<file path="config.mk">
export PLATFORM = sky130hd
export DESIGN_NAME = opcode_pipe_tracker
export DESIGN_NICKNAME = d
export VERILOG_FILES = /design/src/rtl/opcode_pipe_tracker.sv
export SDC_FILE = /design/constraint.sdc
export NUM_CORES = 1
export LEC_CHECK = 0
export BUFFER_PORTS_ARGS = -buffer_cell sky130_fd_sc_hd__buf_4
export CAP_MARGIN = 25
export CORE_ASPECT_RATIO = 0.5
export CORE_MARGIN = 2
export CORE_UTILIZATION = 56
export CTS_CLUSTER_SIZE = 14
export DETAILED_ROUTE_END_ITERATION = 16
export GPL_ROUTABILITY_DRIVEN = 0
export GPL_TIMING_DRIVEN = 0
export PLACE_DENSITY = 0.85
export RECOVER_POWER = 100
export SLEW_MARGIN = 20
export SYNTH_ARGS = -nofsm -noshare
export SYNTH_HDL_FRONTEND = slang
export SYNTH_SLANG_ARGS = --single-unit
export TNS_END_PERCENT = 1
</file>
<file path="constraint.sdc">
create_clock -name Clock -period 3.6 [get_ports Clock]
set_clock_uncertainty 0.2 [all_clocks]
set_input_delay 0.18 -clock Clock [delete_from_list [all_inputs] [get_ports Clock]]
set_output_delay 0.18 -clock Clock [all_outputs]
set_load 0.02 [all_outputs]
</file>
<file path="src/rtl/opcode_pipe_tracker.sv">
// Pipeline register and hazard tracker ahead of the control unit. It carries the
// opcode and register fields of each instruction from ID to WB and handles load-use bubbles, flush and halt drain.
module opcode_pipe_tracker #(
  parameter logic [3:0]  NOP_OP  = 4'b0000,
  parameter logic [3:0]  LBU_OP  = 4'b0100,
  parameter logic [3:0]  LW_OP   = 4'b1000,
  parameter logic [3:0]  HALT_OP = 4'b1111,
  parameter int unsigned CNT_W   = 16
) (
  input  logic             Clock,
  input  logic             Reset,
  input  logic [15:0]      InstrIn,
  input  logic             FetchValid,
  input  logic             Flush,
  output logic [3:0]       OpcodeID,
  output logic [3:0]       OpcodeEX,
  output logic [3:0]       OpcodeMEM,
  output logic [3:0]       OpcodeWB,
  output logic [3:0]       FunctionCode,
  output logic [3:0]       Op1EX,
  output logic [3:0]       Op2EX,
  output logic [3:0]       Op1WB,
  output logic             Stall,
  output logic             StopFetch,
  output logic             Done,
  output logic [CNT_W-1:0] StallCount
);

  typedef struct packed {
    logic [3:0] op;
    logic [3:0] op1;
    logic [3:0] op2;
    logic [3:0] fn;
  } stage_t;

  // After EX only the opcode, destination and function are consumed downstream.
  typedef struct packed {
    logic [3:0] op;
    logic [3:0] op1;
    logic [3:0] fn;
  } late_t;

  localparam stage_t BUBBLE      = '{op: NOP_OP, op1: 4'd0, op2: 4'd0, fn: 4'd0};
  localparam late_t  LATE_BUBBLE = '{op: NOP_OP, op1: 4'd0, fn: 4'd0};

  stage_t            if_id_q, if_id_d;
  stage_t            id_ex_q, id_ex_d;
  late_t             ex_mem_q, ex_mem_d;
  late_t             mem_wb_q, mem_wb_d;
  logic              stop_fetch_q, stop_fetch_d;
  logic              done_q, done_d;
  logic [CNT_W-1:0]  stall_cnt_q, stall_cnt_d;
  logic              ex_is_load;

  // Load-use hazard: the load in EX writes a register the ID instruction reads.
  assign ex_is_load = (id_ex_q.op == LBU_OP) || (id_ex_q.op == LW_OP);
  assign Stall      = ex_is_load && (if_id_q.op != NOP_OP) &&
                      ((id_ex_q.op1 == if_id_q.op1) || (id_ex_q.op1 == if_id_q.op2));

  always_comb begin
    if_id_d      = if_id_q;
    id_ex_d      = id_ex_q;
    ex_mem_d     = ex_mem_q;
    mem_wb_d     = mem_wb_q;
    stop_fetch_d = stop_fetch_q;
    done_d       = done_q;
    stall_cnt_d  = stall_cnt_q;

    // Stall outranks flush so a held branch re-evaluates Flush next cycle.
    if (Stall) begin
      if_id_d = if_id_q;
    end else if (Flush || stop_fetch_q || !FetchValid) begin
      if_id_d = BUBBLE;
    end else begin
      if_id_d = stage_t'(InstrIn);
    end

    id_ex_d  = Stall ? BUBBLE : if_id_q;
    ex_mem_d = '{op: id_ex_q.op, op1: id_ex_q.op1, fn: id_ex_q.fn};
    mem_wb_d = ex_mem_q;

    if ((if_id_q.op == HALT_OP) && !Stall) begin
      stop_fetch_d = 1'b1;
    end
    if (mem_wb_q.op == HALT_OP) begin
      done_d = 1'b1;
    end
    if (Stall && (stall_cnt_q != {CNT_W{1'b1}})) begin
      stall_cnt_d = stall_cnt_q + CNT_W'(1);
    end
  end

  always_ff @(posedge Clock) begin
    if (Reset) begin
      if_id_q      <= BUBBLE;
      id_ex_q      <= BUBBLE;
      ex_mem_q     <= LATE_BUBBLE;
      mem_wb_q     <= LATE_BUBBLE;
      stop_fetch_q <= 1'b0;
      done_q       <= 1'b0;
      stall_cnt_q  <= '0;
    end else begin
      if_id_q      <= if_id_d;
      id_ex_q      <= id_ex_d;
      ex_mem_q     <= ex_mem_d;
      mem_wb_q     <= mem_wb_d;
      stop_fetch_q <= stop_fetch_d;
      done_q       <= done_d;
      stall_cnt_q  <= stall_cnt_d;
    end
  end

  assign OpcodeID     = if_id_q.op;
  assign OpcodeEX     = id_ex_q.op;
  assign Op1EX        = id_ex_q.op1;
  assign Op2EX        = id_ex_q.op2;
  assign OpcodeMEM    = ex_mem_q.op;
  assign OpcodeWB     = mem_wb_q.op;
  assign Op1WB        = mem_wb_q.op1;
  assign FunctionCode = mem_wb_q.fn;
  assign StopFetch    = stop_fetch_q;
  assign Done         = done_q;
  assign StallCount   = stall_cnt_q;

endmodule
</file>
Word-level counts from Yosys, hierarchy flattened
Cells that the tools add are included.
{"block": "totals", "reg_bits": 74, "in_bits": 20, "output_inout_bits": 51, "elab_cells": 38}
{"block": "classes", "addsub": 1, "n_eq_ne": 7, "muxes": 1, "reduce_logical": 12}
{"cell": "adder 16 x 1 -> 16 bit, second input constant", "n": 1}
{"cell": "2-to-1 mux 16 bit", "n": 1}
{"cell": "!= test 16 bit, second input constant", "n": 1}
{"cell": "equality test 4 bit, second input constant", "n": 3}
{"cell": "equality test 4 bit", "n": 2}
{"cell": "equality test 4 x 3 -> 1 bit, second input constant", "n": 1}
{"cell": "logical AND 1 bit", "n": 4}
{"cell": "logical OR 1 bit", "n": 4}
{"cell": "nonzero test 4 bit", "n": 1}
{"cell": "logical NOT 1 bit", "n": 2}
{"cell": "OR reduction 2 bit", "n": 1}

Depth between registers and ports, before layout
{"block": "logic_depth", "word_depth": 6, "depth_mapped": 7, "mapped_depth_nobuf": 6}

Least setup slack after synthesis
Ideal clock, no wire load.
{"block": "synth_path", "path_type": "register -> register", "start": "register stall_cnt_q[0], in the netlist StallCount[0]", "end": "register stall_cnt_q[13], in the netlist StallCount[13]", "setup_time_ns": 0.123, "t_arrival_ns": 1.849, "required_time_ns": 3.277, "path_slack_ns": 1.428, "stages_incl_launch_ff": 6, "n_path_buf": 0, "synth_period_minus_slack_ns": 2.172, "path_cell_list": "dfxtp_1 and3_1 nand3_1 or2_2 or4_1 mux2_1"}
{"block": "synth_via", "elab_chain_cells": 2, "elab_cells_between_ends": 3, "classes_between": "add/sub (1); eq/ne (1); reduce/logical (1)"}
{"item": "start, declared", "line": "52", "rtl": "logic [CNT_W-1:0] stall_cnt_q, stall_cnt_d;"}
{"item": "start signal, assigned", "line": "109", "rtl": "stall_cnt_q <= stall_cnt_d;"}
{"item": "parallel branches: the longest is 2 deep, another holds adder 16 x 1 -> 16 bit"}
Several ways; the timed one is not identified.
A chain may end at the register's enable or synchronous reset.

Worst setup path in the final report
{"block": "layout_path", "start": "register stall_cnt_q[0], in the netlist StallCount[0]", "end": "register stall_cnt_q[0], in the netlist StallCount[0]"}
The elaborated chain is that of the path after synthesis.

==> reports/results.tsv <==
metric	value	unit
grt_pass1_wl	11400	µm
power_leakage	1.46	nW
layout.area.seq	1480	µm²
startpoint	StallCount[0]$_SDFFE_PP0P_	
async_flop_share	0	%
cts_buffers	9	
cp.arrival	3100	ps
rr_endpoint	StallCount[0]$_SDFFE_PP0P_	
ys_seq_elements	74	
min_from	Flush	
clock_latency	360	ps
antenna_found_initial	0	
start_util	57.3	%
vdd_drop_max	0.000237	V
syn_to_final_growth	29.2	%
power.share.clock	42.2	%
timing.critical_path.buf_inv	1	
postLayoutCellArea	3600	µm²
critPathCaptureType	flop	
cap_violations	0	
worstReg2RegStart	StallCount[0]$_SDFFE_PP0P_	
cts_buffer_depth	2	
die_area	5590	µm²
io_buffers	70	
ant_nets	0	
crit_required	3670	ps
num_vias	2595	
placeableCoreArea	4860	µm²
sequentialPowerShare	52.1	%
cts_htree_levels	3	
grt_max_degree	15	
die_y	53.9	µm
critPathSlowestCell	nor4_1	
synth-seq-area-share	53.1	%
crit_chain	ha_1 -> nand4_1 -> nor4_1 -> clkbuf_1 -> o21ai_0 -> a21oi_1	
synth_area	2790	µm²
io_pins	71	
cts-root-buf	clkbuf_8	
ys_top_cells_by_count	dfxtp_1 (74), a21oi_1 (27), nor2b_1 (27)	
grt_pass1_vias	2327	
cp_max_fo	10	
whs_path_depth	4	
yosysTopAreaCell	dfxtp_1	
worstHoldEndpoint	OpcodeID[3]$_SDFFE_PP0N_	
die_w	104	µm
synth.most_common_cell	dfxtp_1	
crit_family	simple AND/OR/NAND/NOR gates	
rsz0062_at_grt	false	
switching_share	24.2	%
placed_area	3400	µm²
multi_input_area	1090	µm²
grt_overflow	0	
setup_violations	0	
synth_top_area_share	53.1	%
drt_iter0_markers	169	
fill_cells	372	
drive_above_1_share	15.6	%
cts_resized	0	
tightest_slew	1280	ps
diodes	0	
setup_tns	0	ps
synthCells	295	
final_util	74.0	%
fmax	0.331	GHz
clk_pin_slew	80	ps
p_per_area	446	nW/µm²
routedWlPerCell	16.7	µm
dpl.hpwl	4660	µm
post-cts-setup-buffers	0	
status	finished, final reports clean	
wl	7790	µm
fin_crit	3020	ps
p_comb_share	5.7	%
yosys-top-cells-area	dfxtp_1 (53%), nor2b_1 (6.1%), a21oi_1 (4.8%)	
worstSetupPathType	reg -> reg	
ys_dominant_reg_cell	dfxtp_1	
ys_types	35	
post-layout-total-power	1.61	mW
critPathLaunchType	flop	
post-route-period-util	84.0	%
synth.net_count	316	
yosys_warnings	0	
syn-mean-instance-area	9.45	µm²
p_int	1.22	mW
rows	18	
min_path_type	in -> reg	
cts_tree	done	
num-nets-final	413	
reg2reg_setup_slack	580	ps
reg2regPathDepth	6	
hold_buffers	16	
firstDrtPassIters	5	
critPathMaxStageDelay	1080	ps
clock-sinks	74	
p_sw	0.388	mW
synth_edf_count	0	
drc	0	
vias_per_cell	5.56	
grt_usage	27.6	%
hold_violations	0	
relSlewSlack	14.1	%
slew_viol_final	0	
## worst reg2reg max path: cells and delay by family (launching register included)
kind | cells | cell delay, ps
and+or+nand+nor | 2 | 1300
buffers and inverters | 1 | 430
DFF | 1 | 410
AOI/OAI and AO/OA | 2 | 380
adders and majority gates | 1 | 230
## sequential cells by signal, summed over array words and instances (netlist names)
signal and count:
ex_mem_d 4, Op1WB 4, OpcodeEX 4, Op1EX 4
Op2EX 4, if_id_q 12, Done 1, OpcodeID 4
OpcodeWB 4, FunctionCode 4, ex_mem_q 8, StallCount 16
StopFetch 1, OpcodeMEM 4
## cell type report
class	count	share of cell area, %
Inverter	5	0.521
Tap cell	70	2.43
Multi-Input combinational cell	183	30.3
Timing Repair Buffer	86	14.7
Clock buffer	10	3.82
Sequential cell	74	41.1
Clock inverter	6	2.02
Buffer	33	5.11
## power groups by stage
stage	Combinational [mW]	Sequential (mW)	Clock (mW)
2_1_floorplan	0.0387	0.854	0
3_3_place_gp	0.0732	0.854	0
3_5_place_dp	0.0758	0.855	0
4_1_cts	0.0906	0.836	0.670
5_1_grt	0.0971	0.837	0.708
6_report	0.0915	0.836	0.678
## worst max path at each step
stage / to / cells past startpoint / slack (ps)
CTS: StallCount[0]$_SDFFE_PP0P_ / 7 / 1020
global placement: StallCount[1]$_SDFFE_PP0P_ / 7 / 1220
finish: StallCount[0]$_SDFFE_PP0P_ / 6 / 580
detailed placement: if_id_q[7]$_SDFFE_PP0N_ / 7 / 1100
floorplan: StallCount[13]$_SDFFE_PP0P_ / 5 / 1430
global route: if_id_q[8]$_SDFFE_PP0N_ / 7 / 410
## cell usage in the layout (no fill, tap or decap), types with 2 or more instances in the layout
master / count
nor4_1: 6
or4_1: 9
xor2_1: 8
o31ai_1: 7
nor3_1: 3
a41oi_1: 2
nand3_1: 21
o21ai_0: 3
clkbuf_1: 59
buf_4: 34
nor2_1: 9
a21oi_1: 27
clkbuf_8: 10
o41ai_1: 2
nand2_1: 21
dfxtp_1: 74
nand4_1: 5
o21a_1: 2
nor2b_1: 27
inv_6: 2
clkbuf_4: 10
dlygate4sd3_1: 16
clkinv_4: 2
mux2_1: 2
inv_1: 5
and3_1: 18
## kinds of logic (layout without fill, tap and decap cells)
kind of cell,count (synthesis),after routing,share of synthesized area (%)
and+or+nand+nor,125,125,25.2
DFF,74,74,53.1
AOI/OAI and AO/OA,45,45,9.69
buffers and inverters,38,140,7.50
xor gates and xnor gates,9,9,2.83
muxes,3,3,1.21
adders and majority gates,1,1,0.449
## metal layers
metal,track usage [%],vias to the layer above,share of wire [%],wire length (µm)
met5,0,-,0,0
met4,15.3,0,3.3,254
met3,9.20,29,8.3,645
met2,48.7,138,47,3670
met1,31.2,1216,41,3220
li1,-,1212,-,-
## stage by stage
step | cells | hold slack, ps | setup slack, ps
final | 467 | 31.2 | 577
after global routing | 467 | 83.8 | 408
after CTS | 467 | 21.3 | 1020
after detailed placement | 435 | 220 | 1100
after global placement | 435 | 219 | 1220
after floorplan | 295 | 132 | 1430
(Power assumes the default switching activity.)
